### src/rtl/traffic_light.sv
// Single-intersection traffic-light sequencer: RED -> GREEN -> YELLOW -> RED,
// each phase held for a programmable number of clock cycles.
module traffic_light #(
   parameter int RED_CYCLES    = 4,
   parameter int GREEN_CYCLES  = 4,
   parameter int YELLOW_CYCLES = 2
) (
   input  logic       clk,
   input  logic       rstb,
   output logic [1:0] light
);

   localparam int MAX_RG  = (RED_CYCLES > GREEN_CYCLES) ? RED_CYCLES : GREEN_CYCLES;
   localparam int MAX_CYC = (MAX_RG > YELLOW_CYCLES) ? MAX_RG : YELLOW_CYCLES;
   localparam int unsigned CNT_W = (MAX_CYC < 1) ? 1 : $clog2(MAX_CYC + 1);

   localparam logic [CNT_W-1:0] RED_LAST    = CNT_W'(RED_CYCLES - 1);
   localparam logic [CNT_W-1:0] GREEN_LAST  = CNT_W'(GREEN_CYCLES - 1);
   localparam logic [CNT_W-1:0] YELLOW_LAST = CNT_W'(YELLOW_CYCLES - 1);

   localparam logic [1:0] LIGHT_RED    = 2'b00;
   localparam logic [1:0] LIGHT_GREEN  = 2'b01;
   localparam logic [1:0] LIGHT_YELLOW = 2'b10;

   // Phase lengths below one cycle cannot be sequenced
   if (RED_CYCLES < 1 || GREEN_CYCLES < 1 || YELLOW_CYCLES < 1) begin : g_bad_cfg
      $error("traffic_light: every phase length must be at least 1 cycle");
   end

   typedef enum logic [1:0] {
      ST_RED    = 2'b00,
      ST_GREEN  = 2'b01,
      ST_YELLOW = 2'b10
   } state_e;

   state_e           state_q, state_d;
   logic [CNT_W-1:0] cnt_q, cnt_d;
   logic [1:0]       light_q, light_d;

   // State, phase counter and output register; reset forces RED with a cleared counter
   always_ff @(posedge clk) begin
      if (rstb) begin
         state_q <= ST_RED;
         cnt_q   <= '0;
         light_q <= LIGHT_RED;
      end else begin
         state_q <= state_d;
         cnt_q   <= cnt_d;
         light_q <= light_d;
      end
   end

   // Next state: advance and clear the counter on the last cycle of each phase
   always_comb begin
      state_d = state_q;
      cnt_d   = cnt_q + CNT_W'(1);
      case (state_q)
         ST_RED: begin
            if (cnt_q == RED_LAST) begin
               state_d = ST_GREEN;
               cnt_d   = '0;
            end
         end
         ST_GREEN: begin
            if (cnt_q == GREEN_LAST) begin
               state_d = ST_YELLOW;
               cnt_d   = '0;
            end
         end
         ST_YELLOW: begin
            if (cnt_q == YELLOW_LAST) begin
               state_d = ST_RED;
               cnt_d   = '0;
            end
         end
         default: begin
            // Illegal encoding recovers to a fresh RED phase
            state_d = ST_RED;
            cnt_d   = '0;
         end
      endcase
   end

   // Light code for the upcoming state, registered so it tracks state_q exactly
   always_comb begin
      light_d = LIGHT_RED;
      case (state_d)
         ST_GREEN:  light_d = LIGHT_GREEN;
         ST_YELLOW: light_d = LIGHT_YELLOW;
         default:   light_d = LIGHT_RED;
      endcase
   end

   assign light = light_q;

endmodule

### config.mk
export PLATFORM = sky130hd
export DESIGN_NAME = traffic_light
export DESIGN_NICKNAME = d
export VERILOG_FILES = /design/src/rtl/traffic_light.sv
export SDC_FILE = /design/constraint.sdc
export NUM_CORES = 1
export LEC_CHECK = 0
export BUFFER_PORTS_ARGS = -buffer_cell sky130_fd_sc_hd__buf_2
export CAP_MARGIN = 20
export CELL_PAD_IN_SITES_DETAIL_PLACEMENT = 0
export CELL_PAD_IN_SITES_GLOBAL_PLACEMENT = 1
export CORE_AREA = 2 2 39 41
export DETAILED_ROUTE_END_ITERATION = 12
export DIE_AREA = 0 0 41 43
export GPL_ROUTABILITY_DRIVEN = 0
export PLACE_DENSITY_LB_ADDON = 0.1
export RECOVER_POWER = 50
export SYNTH_ARGS = -nofsm -noshare
export SYNTH_HDL_FRONTEND = slang
export SYNTH_SLANG_ARGS = --single-unit
### constraint.sdc
create_clock -name clk -period 3.73 [get_ports clk]
set_clock_uncertainty 0.2 [all_clocks]
set_input_delay 0.373 -clock clk [delete_from_list [all_inputs] [get_ports clk]]
set_output_delay 0.373 -clock clk [all_outputs]
set_load 0.005 [all_outputs]
==> results.txt, run 1 <==
The flow ran to the end, and the final reports show no timing, DRC or antenna violations. The number of endpoints with negative hold slack in the final report came out at 0. The synthesized area divided by synthesized cell count came out at between 10 and 15 sq um.

The number of maximum-capacitance violations came out at 0. The global routing's busiest layer is met1. Grouping stages by cell kind, the critical path spends the most delay in adder cells. Counting flops and latches in the post-synthesis netlist gives 7. The worst-case register-to-register setup slack is roughly 2.2 ns.

The post-route netlist has between 10% and 20% of its cells at a drive strength greater than 1. Setup slack closes at between 2 and 2.5 ns. The power share of the sequential group is 50.1%.

The number of pins with negative max-slew slack in the final report came out at 0. For this configuration, the core starts out at a cell density of a little under a quarter. After synthesis the cells add up to roughly 330 sq um. The initialized floorplan defines 14 standard-cell rows.

The hold path depth came out at 2. Buffers added to address setup during post-CTS repair amount to 0. In this run the worst hold path is classified as in -> reg. After the first detailed-routing iteration, the DRC count stood at 5. The first-pass GRT wire length came out at 979 um.

The critical path goes through ha_1 > ha_1 > or2_1 > a211oi_2. The minimum clock period came out at around 1.5 ns. Of all nets on the critical path, the largest fanout is 4. The timing-limited maximum frequency came out at around 670 MHz.

Measured along the x axis, the die boundary spans approximately 41 um. The number of fill cells in the layout is ~160. The launching point of the worst reg2reg path is cnt_q[0]. The XOR/XNOR share of the synthesized area came out at ~2.7%. The latest clock arrival within the worst-skew pair is approximately 0.25 ns.

The clock-pin slew on the worst setup and hold paths came out at about 0.050 ns. VDD sags by at most between 0.00015 and 0.0002 V. Global routing used between 7 and 8% of the available met3 tracks. The switching power as a share of total power came out at a little under a quarter. The tree is rooted in a clkbuf_4. The count of antenna diodes in the layout came out at 0. The die covers around 1800 sq um. The combinational family with the most area after synthesis is adder cells. The setup TNS came out at 0 ns. The post-detailed-route wirelength per cell came out at about 10 um. The number of distinct library cells after synthesis is 15.

Summing the areas of all fa, ha and maj instances in the mapped netlist gives between 10% and 20% of the synthesized area. The height of the die came out at ~43 um. The number of sinks driven by the clock tree came out at 7. The routed layout has approximately 230 vias.

Setup repair after global routing left no endpoint under its margin. The port buffer count came out at 3. In this run the critical register-to-register path is captured at cnt_q[0]. The cell that appears most often on the critical path is ha_1. The number of warning messages in the yosys log came out at 0.

For this block, the routed nets add up to between 500 and 600 um of wire. The critical path is of the reg -> reg type. Global routing finished with a remaining overflow of 0.

The multiplexer area fraction after synthesis came out at 0%. CTS built an H-tree with a depth of 1. The length of the first detailed-routing pass in iterations came out at 4. The transition time of the tightest slew-check pin is around 0.23 ns. Data on the critical path arrives at its endpoint at about 1.5 ns. In the global route stage, overall resource usage came out at 8.75%. Power spread over the standard cell area amounts to between 400 and 500 nW/um^2. The share of total power dissipated in the clock network is about 40%.

After detailed routing, the number of vias per cell comes to roughly 4.3. The boundary pin count is 4. The worst setup slack after placement is ~2.2 ns.

The worst hold path begins at rstb. For this design, the CTS-stage hold fixing added 0 buffers. Summed over all nets, the half-perimeter wirelength after detailed placement is approximately 450 um. The number of gates resized after CTS was 0. The leakage power is 0.000154 uW. Entering global routing, the biggest net connects 9 pins. The met1 global-route usage came out at 11.7%. The finished layout holds 54 standard cells, fillers aside. Setup violations remaining at the end of the flow were counted as 0. STA puts the critical path data required time at around 3.7 ns. Combinational cells account for 10.0% of the total power. The fraction of the mapped netlist area in simple logic gates came out at 8.08%. The cell type of the slowest stage on the worst timing path is dfxtp_1.

The deepest clock path buffer count came out at 2. The clock buffer count from CTS is 3. Sequential cells were found to cover between 40% and 50% of the synthesized design area. The number of cell instances on the worst register-to-register path is 4.

The total core area is about 1400 sq um. The worst setup path is launched from a flop. The maximum cell stage delay along the critical path came out at around 0.35 ns. The net count reported at finish came out at between 40 and 50.

The complex-gate fraction of the synthesized area is a little under a fifth. The worst setup path is captured at a flop. The initial antenna violation count is 0. The capture endpoint of the worst hold path is cnt_q[0]. In the post-synthesis netlist, the biggest area contributors are dfxtp_1 43%, ha_1 19%, inv_1 5.8%, o41ai_2 5.0%, a211oi_2 3.8%. The TritonCTS clock tree is done. The number of nets in the synthesized netlist came out at 39. The post-route clock period utilization came out at 40.3%. The biggest area contributor in the post-synthesis netlist is dfxtp_1. Including well taps, the total number of placed cells is 50.

The switching power of the nets came out at about 40 uW. The area growth from synthesis to layout is 16.9%. The remaining design rule violation count is 0. Global routing used 11.3% of the available met2 tracks. The buffering stage count on the worst path with inverters included is 0. In the synthesized netlist, the number of instances is 32. After synthesis, the largest area contributor takes up between 40% and 50% of total cell area. The internal cell power came out at approximately 130 uW. The via count of the first global-routing pass came to 213. The worst slew margin relative to its limit came out at 84.6%.

The post-route antenna net violation count is 0.
==> metrics by stage <==
step | total power [uW] | hold WS [ns] | utilization [%] | instance area [sq um]
global placement | 103 | 0.308 | 25.8 | 357
detailed placement | 103 | 0.316 | 25.8 | 357
global route | 183 | 0.198 | 27.5 | 380
CTS | 173 | 0.199 | 27.7 | 383
floorplan | 98.2 | 0.267 | - | 325
finish | 168 | 0.210 | 27.5 | 380
==> worst max-delay path by stage <==
| stage | start | end | slack (ns) | cells past startpoint |
|---|---|---|---|---|
| floorplan | cnt_q[0] | cnt_q[0] | 2.31 | 4 |
| global placement | cnt_q[0] | cnt_q[0] | 2.24 | 4 |
| detailed placement | cnt_q[0] | cnt_q[0] | 2.22 | 4 |
| CTS | cnt_q[0] | cnt_q[0] | 2.21 | 4 |
| global route | cnt_q[1] | cnt_q[2] | 2.15 | 4 |
| finish | cnt_q[0] | cnt_q[0] | 2.23 | 4 |
==> Yosys cell counts, drive strengths merged <==
master and n:
a211o 1, o21ai 1, o32ai 1, a211oi 1
dfxtp 7, clkbuf 1, nand3 2, inv 6
nor3 2, o41ai 1, a21oi 2, xnor2 1
or2 1, ha 5
==> flip-flops by register name, indices dropped and copies added (netlist names) <==
signal   count
cnt_q        3
state_q      2
light        2
==> power by group through the flow <==
stage | sequential (uW) | clock (uW) | combinational (uW)
final | 84.3 | 67.3 | 16.8
after global routing | 85.4 | 77.5 | 20.2
after CTS | 84.4 | 70.9 | 17.5
after detailed placement | 85.9 | 0 | 17.5
after global placement | 85.8 | 0 | 17.2
after floorplan | 84.9 | 0 | 13.2
==> cells in the final DEF (no fill, tap or decap), drive strengths merged <==
master and count:
a211o 1, a211oi 1, a21oi 2, buf 2, clkbuf 5, dfxtp 7, ha 5, inv 6
nand3 2, nor3 2, o21ai 1, o32ai 1, o41ai 1, or2 1, xnor2 1
==> layout make-up <==
cell class | instances | area (sq um) | share of cell area (%)
clock buffers | 4 | 26.3 | 6.91
inverters | 6 | 22.5 | 5.92
multi-input cells | 18 | 159 | 41.8
flip-flops and latches | 7 | 140 | 36.8
well taps | 16 | 20.0 | 5.26
repair buffers | 3 | 12.5 | 3.29
==> cells by family (layout without fill, tap and decap cells) <==
kind of cell               Yosys count  count (layout)
xor gates and xnor gates             1               1
and+or+nand+nor                      5               5
adders and majority gates            5               5
DFF                                  7               7
AOI/OAI and AO/OA                    7               7
buffers and inverters                7              13
==> layer usage <==
layer	part of all wire [%]	up-vias
met5	0	-
met1	46	105
li1	-	122
met3	7.5	0
met4	0	0
met2	46	6
Power figures use the tool's default switching activity.
==> inputs of run 2 (changes only) <==
==> constraint.sdc (replaced) <==
create_clock -name clk -period 1.4 [get_ports clk]
set_clock_uncertainty 0.2 [all_clocks]
set_input_delay 0.14 -clock clk [delete_from_list [all_inputs] [get_ports clk]]
set_output_delay 0.14 -clock clk [all_outputs]
set_load 0.005 [all_outputs]
==> run 2 against run 1 <==
  * The flow now finishes with violations (negative setup slack)
  * Final cell count up 9.3%
  * Sequential cell count unchanged
  * Total power rose to 3.0 times the previous value
  * Maximum frequency up 5.6%
  * Via count up 8.2%
  * Sequential power rose to 2.7 times the previous value
  * Critical path depth unchanged
  * Combinational power rose to 5.0 times the previous value
  * Largest cell class unchanged
  * Hold slack better by 0.12 ns
  * Global-route usage up 0.11 points
==> results.txt, run 2 (same netlist as run 1, synthesis figures left out) <==
The clock buffer count from CTS is 3 (unchanged). The count of antenna diodes in the layout is 0 (unchanged). The overall routing resource usage came out at 8.86% (was 8.75%). The data arrival time of the critical path is 1.39 ns (was 1.47 ns). The minimum clock period was 1.42 ns (was 1.50 ns).

The maximum number of pins on one net before global-route repair came to 9 (unchanged). The path class of the lowest-slack min-delay path is reg -> reg (was in -> reg). The boundary pin count came out at 4 (unchanged). The initial antenna violation count is 0 (unchanged).

Setup repair after global routing missed its margin: true (was false). The number of endpoints with negative hold slack in the final report is 0 (unchanged). The routed wire length came out at 624 um (was 562 um). The met1 global-route usage is 9.74% (was 11.7%). The startpoint kind of the worst setup timing path is a flop (unchanged). The final count of negative-setup-slack endpoints came out at 1 (was 0). The half-perimeter wire length after detailed placement came out at 415 um (was 447 um). The post-detailed-route wirelength per cell came out at 10.6 um (was 10.4 um). The first-pass GRT wire length was 924 um (was 979 um). The die footprint is 1760 sq um (unchanged). The violation count after the first detailed-route iteration came out at 2 (was 5). The global routing's busiest layer is met2 (was met1).

The number of pins with negative max-slew slack in the final report was 0 (unchanged). The number of placement rows is 14 (unchanged). The maximum vdd ir drop was 0.000318 V (was 0.000198 V).

The number of cell instances on the worst register-to-register path is 4 (unchanged). The leakage power is 0.000198 uW (was 0.000154 uW). The net count reported at finish was 51 (was 46).

The number of maximum-capacitance violations was 0 (unchanged). The final core utilization came to 35.8% (was 27.5%). The number of instances in the placed design came out at 53 (was 50). Commonest cells after routing, fill and taps aside: 5 x dfxtp_1, 4 x inv_1, 3 x clkbuf_4, 3 x buf_2, 3 x buf_4 (was 7 x dfxtp_1, 5 x inv_1, 5 x ha_1). The number of flip-flops in the largest register came out at 3 (unchanged). The count of vias placed by the detailed router is 252 (was 233). The TritonCTS clock tree is done (unchanged). The post-layout instance count excluding filler cells is 59 (was 54). The number of sinks driven by the clock tree is 7 (unchanged). The critical path required time is 1.37 ns (was 3.70 ns). The transition time of the tightest slew-check pin was 0.285 ns (was 0.229 ns). The latest clock arrival within the worst-skew pair was 0.26 ns (was 0.25 ns). The area added between synthesis and finish was 52.3% (was 16.9%). The length of the first detailed-routing pass in iterations came out at 2 (was 4). The via count of the first global-routing pass came out at 227 (was 213).

The leading cell type in the layout, fill and taps excluded is dfxtp_1 (unchanged). The root cell of the clock tree was clkbuf_4 (unchanged). The post-route antenna net violation count is 0 (unchanged). The timing-limited maximum frequency was 702 MHz (was 665 MHz). The worst slew margin relative to its limit came to 81.0% (was 84.6%). The total congestion overflow was 0 (unchanged). Outcome: finished, violations left (was completed). The vias per cell is 4.27 (was 4.31).

The final reports fail on negative setup slack. The die outline width is 41 um (unchanged). The hold path depth is 3 (was 2). The routing usage on met3 came out at 4.71% (was 7.85%). The fraction of final layout cells sized beyond drive strength 1 came out at 53.5% (was 18.4%). The post-route clock period utilization was 102% (was 40.3%). The clock-pin slew on the worst setup and hold paths is 0.06 ns (was 0.05 ns). The port buffer count came out at 3 (unchanged). The height of the die came to 43 um (unchanged). The remaining design rule violation count came to 0 (unchanged). The met2 usage in global routing was 10.6% (was 11.3%). The endpoint type of the worst setup path is a flop (unchanged).

The deepest clock path buffer count came out at 2 (unchanged). The power density of the placed cells came out at 1010 nW/um^2 (was 443 nW/um^2). The initial core utilization came out at 23.5% (unchanged).

The total core area came out at 1380 sq um (unchanged). The highest net fanout along the worst path came out at 3 (was 4). The worst setup slack after layout came out at -0.0236 ns (was 2.23 ns).

The largest register by flop count is cnt_q (unchanged). The kind of critical path is reg -> reg (unchanged). The number of fill cells in the layout was 147 (was 163). The maximum level of the CTS H-tree is 1 (unchanged).
-- run 2: final timing paths --
kind	start	slack [ns]	endpoint
worst min-delay path	state_q[1]	0.33	cnt_q[2]
worst min register to register	state_q[1]	0.33	cnt_q[2]
worst max register to register	cnt_q[0]	-0.02	cnt_q[0]
worst max-delay path	cnt_q[0]	-0.02	cnt_q[0]
-- run 2: per-stage QoR --
step / setup TNS (ns) / area [sq um] / setup WS [ns] / power, uW / hold WS, ns
2_1_floorplan: 0 / 328 / 0.0101 / 262 / 0.224
3_3_place_gp: -0.138 / 382 / -0.0742 / 283 / 0.222
3_5_place_dp: -0.108 / 382 / -0.0598 / 282 / 0.218
4_1_cts: -0.0404 / 450 / -0.0215 / 489 / 0.335
5_1_grt: -0.0922 / 495 / -0.0434 / 528 / 0.366
6_report: -0.0236 / 495 / -0.0236 / 502 / 0.330
-- run 2: layer usage --
metal	share of wire (%)	wire length (um)
met5	0	0
met4	3.4	21
met3	3.7	23
met2	48	299
met1	45	280
-- run 2: power breakdown --
group          switching, uW  internal [uW]
sequential              15.2            214
combinational           36.7           47.0
clock                   79.9            109
-- run 2: layout make-up --
| class | count | area [sq um] | area share, % |
|---|---|---|---|
| multi-input cells | 18 | 223 | 44.9 |
| flip-flops and latches | 7 | 145 | 29.3 |
| inverters | 6 | 22.5 | 4.55 |
| repair buffers | 8 | 58.8 | 11.9 |
| clock buffers | 4 | 26.3 | 5.30 |
| well taps | 16 | 20.0 | 4.04 |
-- run 2: what timing repair did --
item | 4_1_cts | 5_1_grt
setup buffers | 1 | 0
endpoints found under the setup margin | 5 | 5
pin swaps | 2 | 1
hold buffers | 1 | 0
gates resized for setup | 7 | 7
hold endpoints to repair | 7 | 0
-- run 2: critical path, stage by stage, from the launching register on --
cell and delay (ns):
dfxtp_4 0.36, ha_2 0.21, ha_4 0.16, or2_1 0.22, a211oi_2 0.20
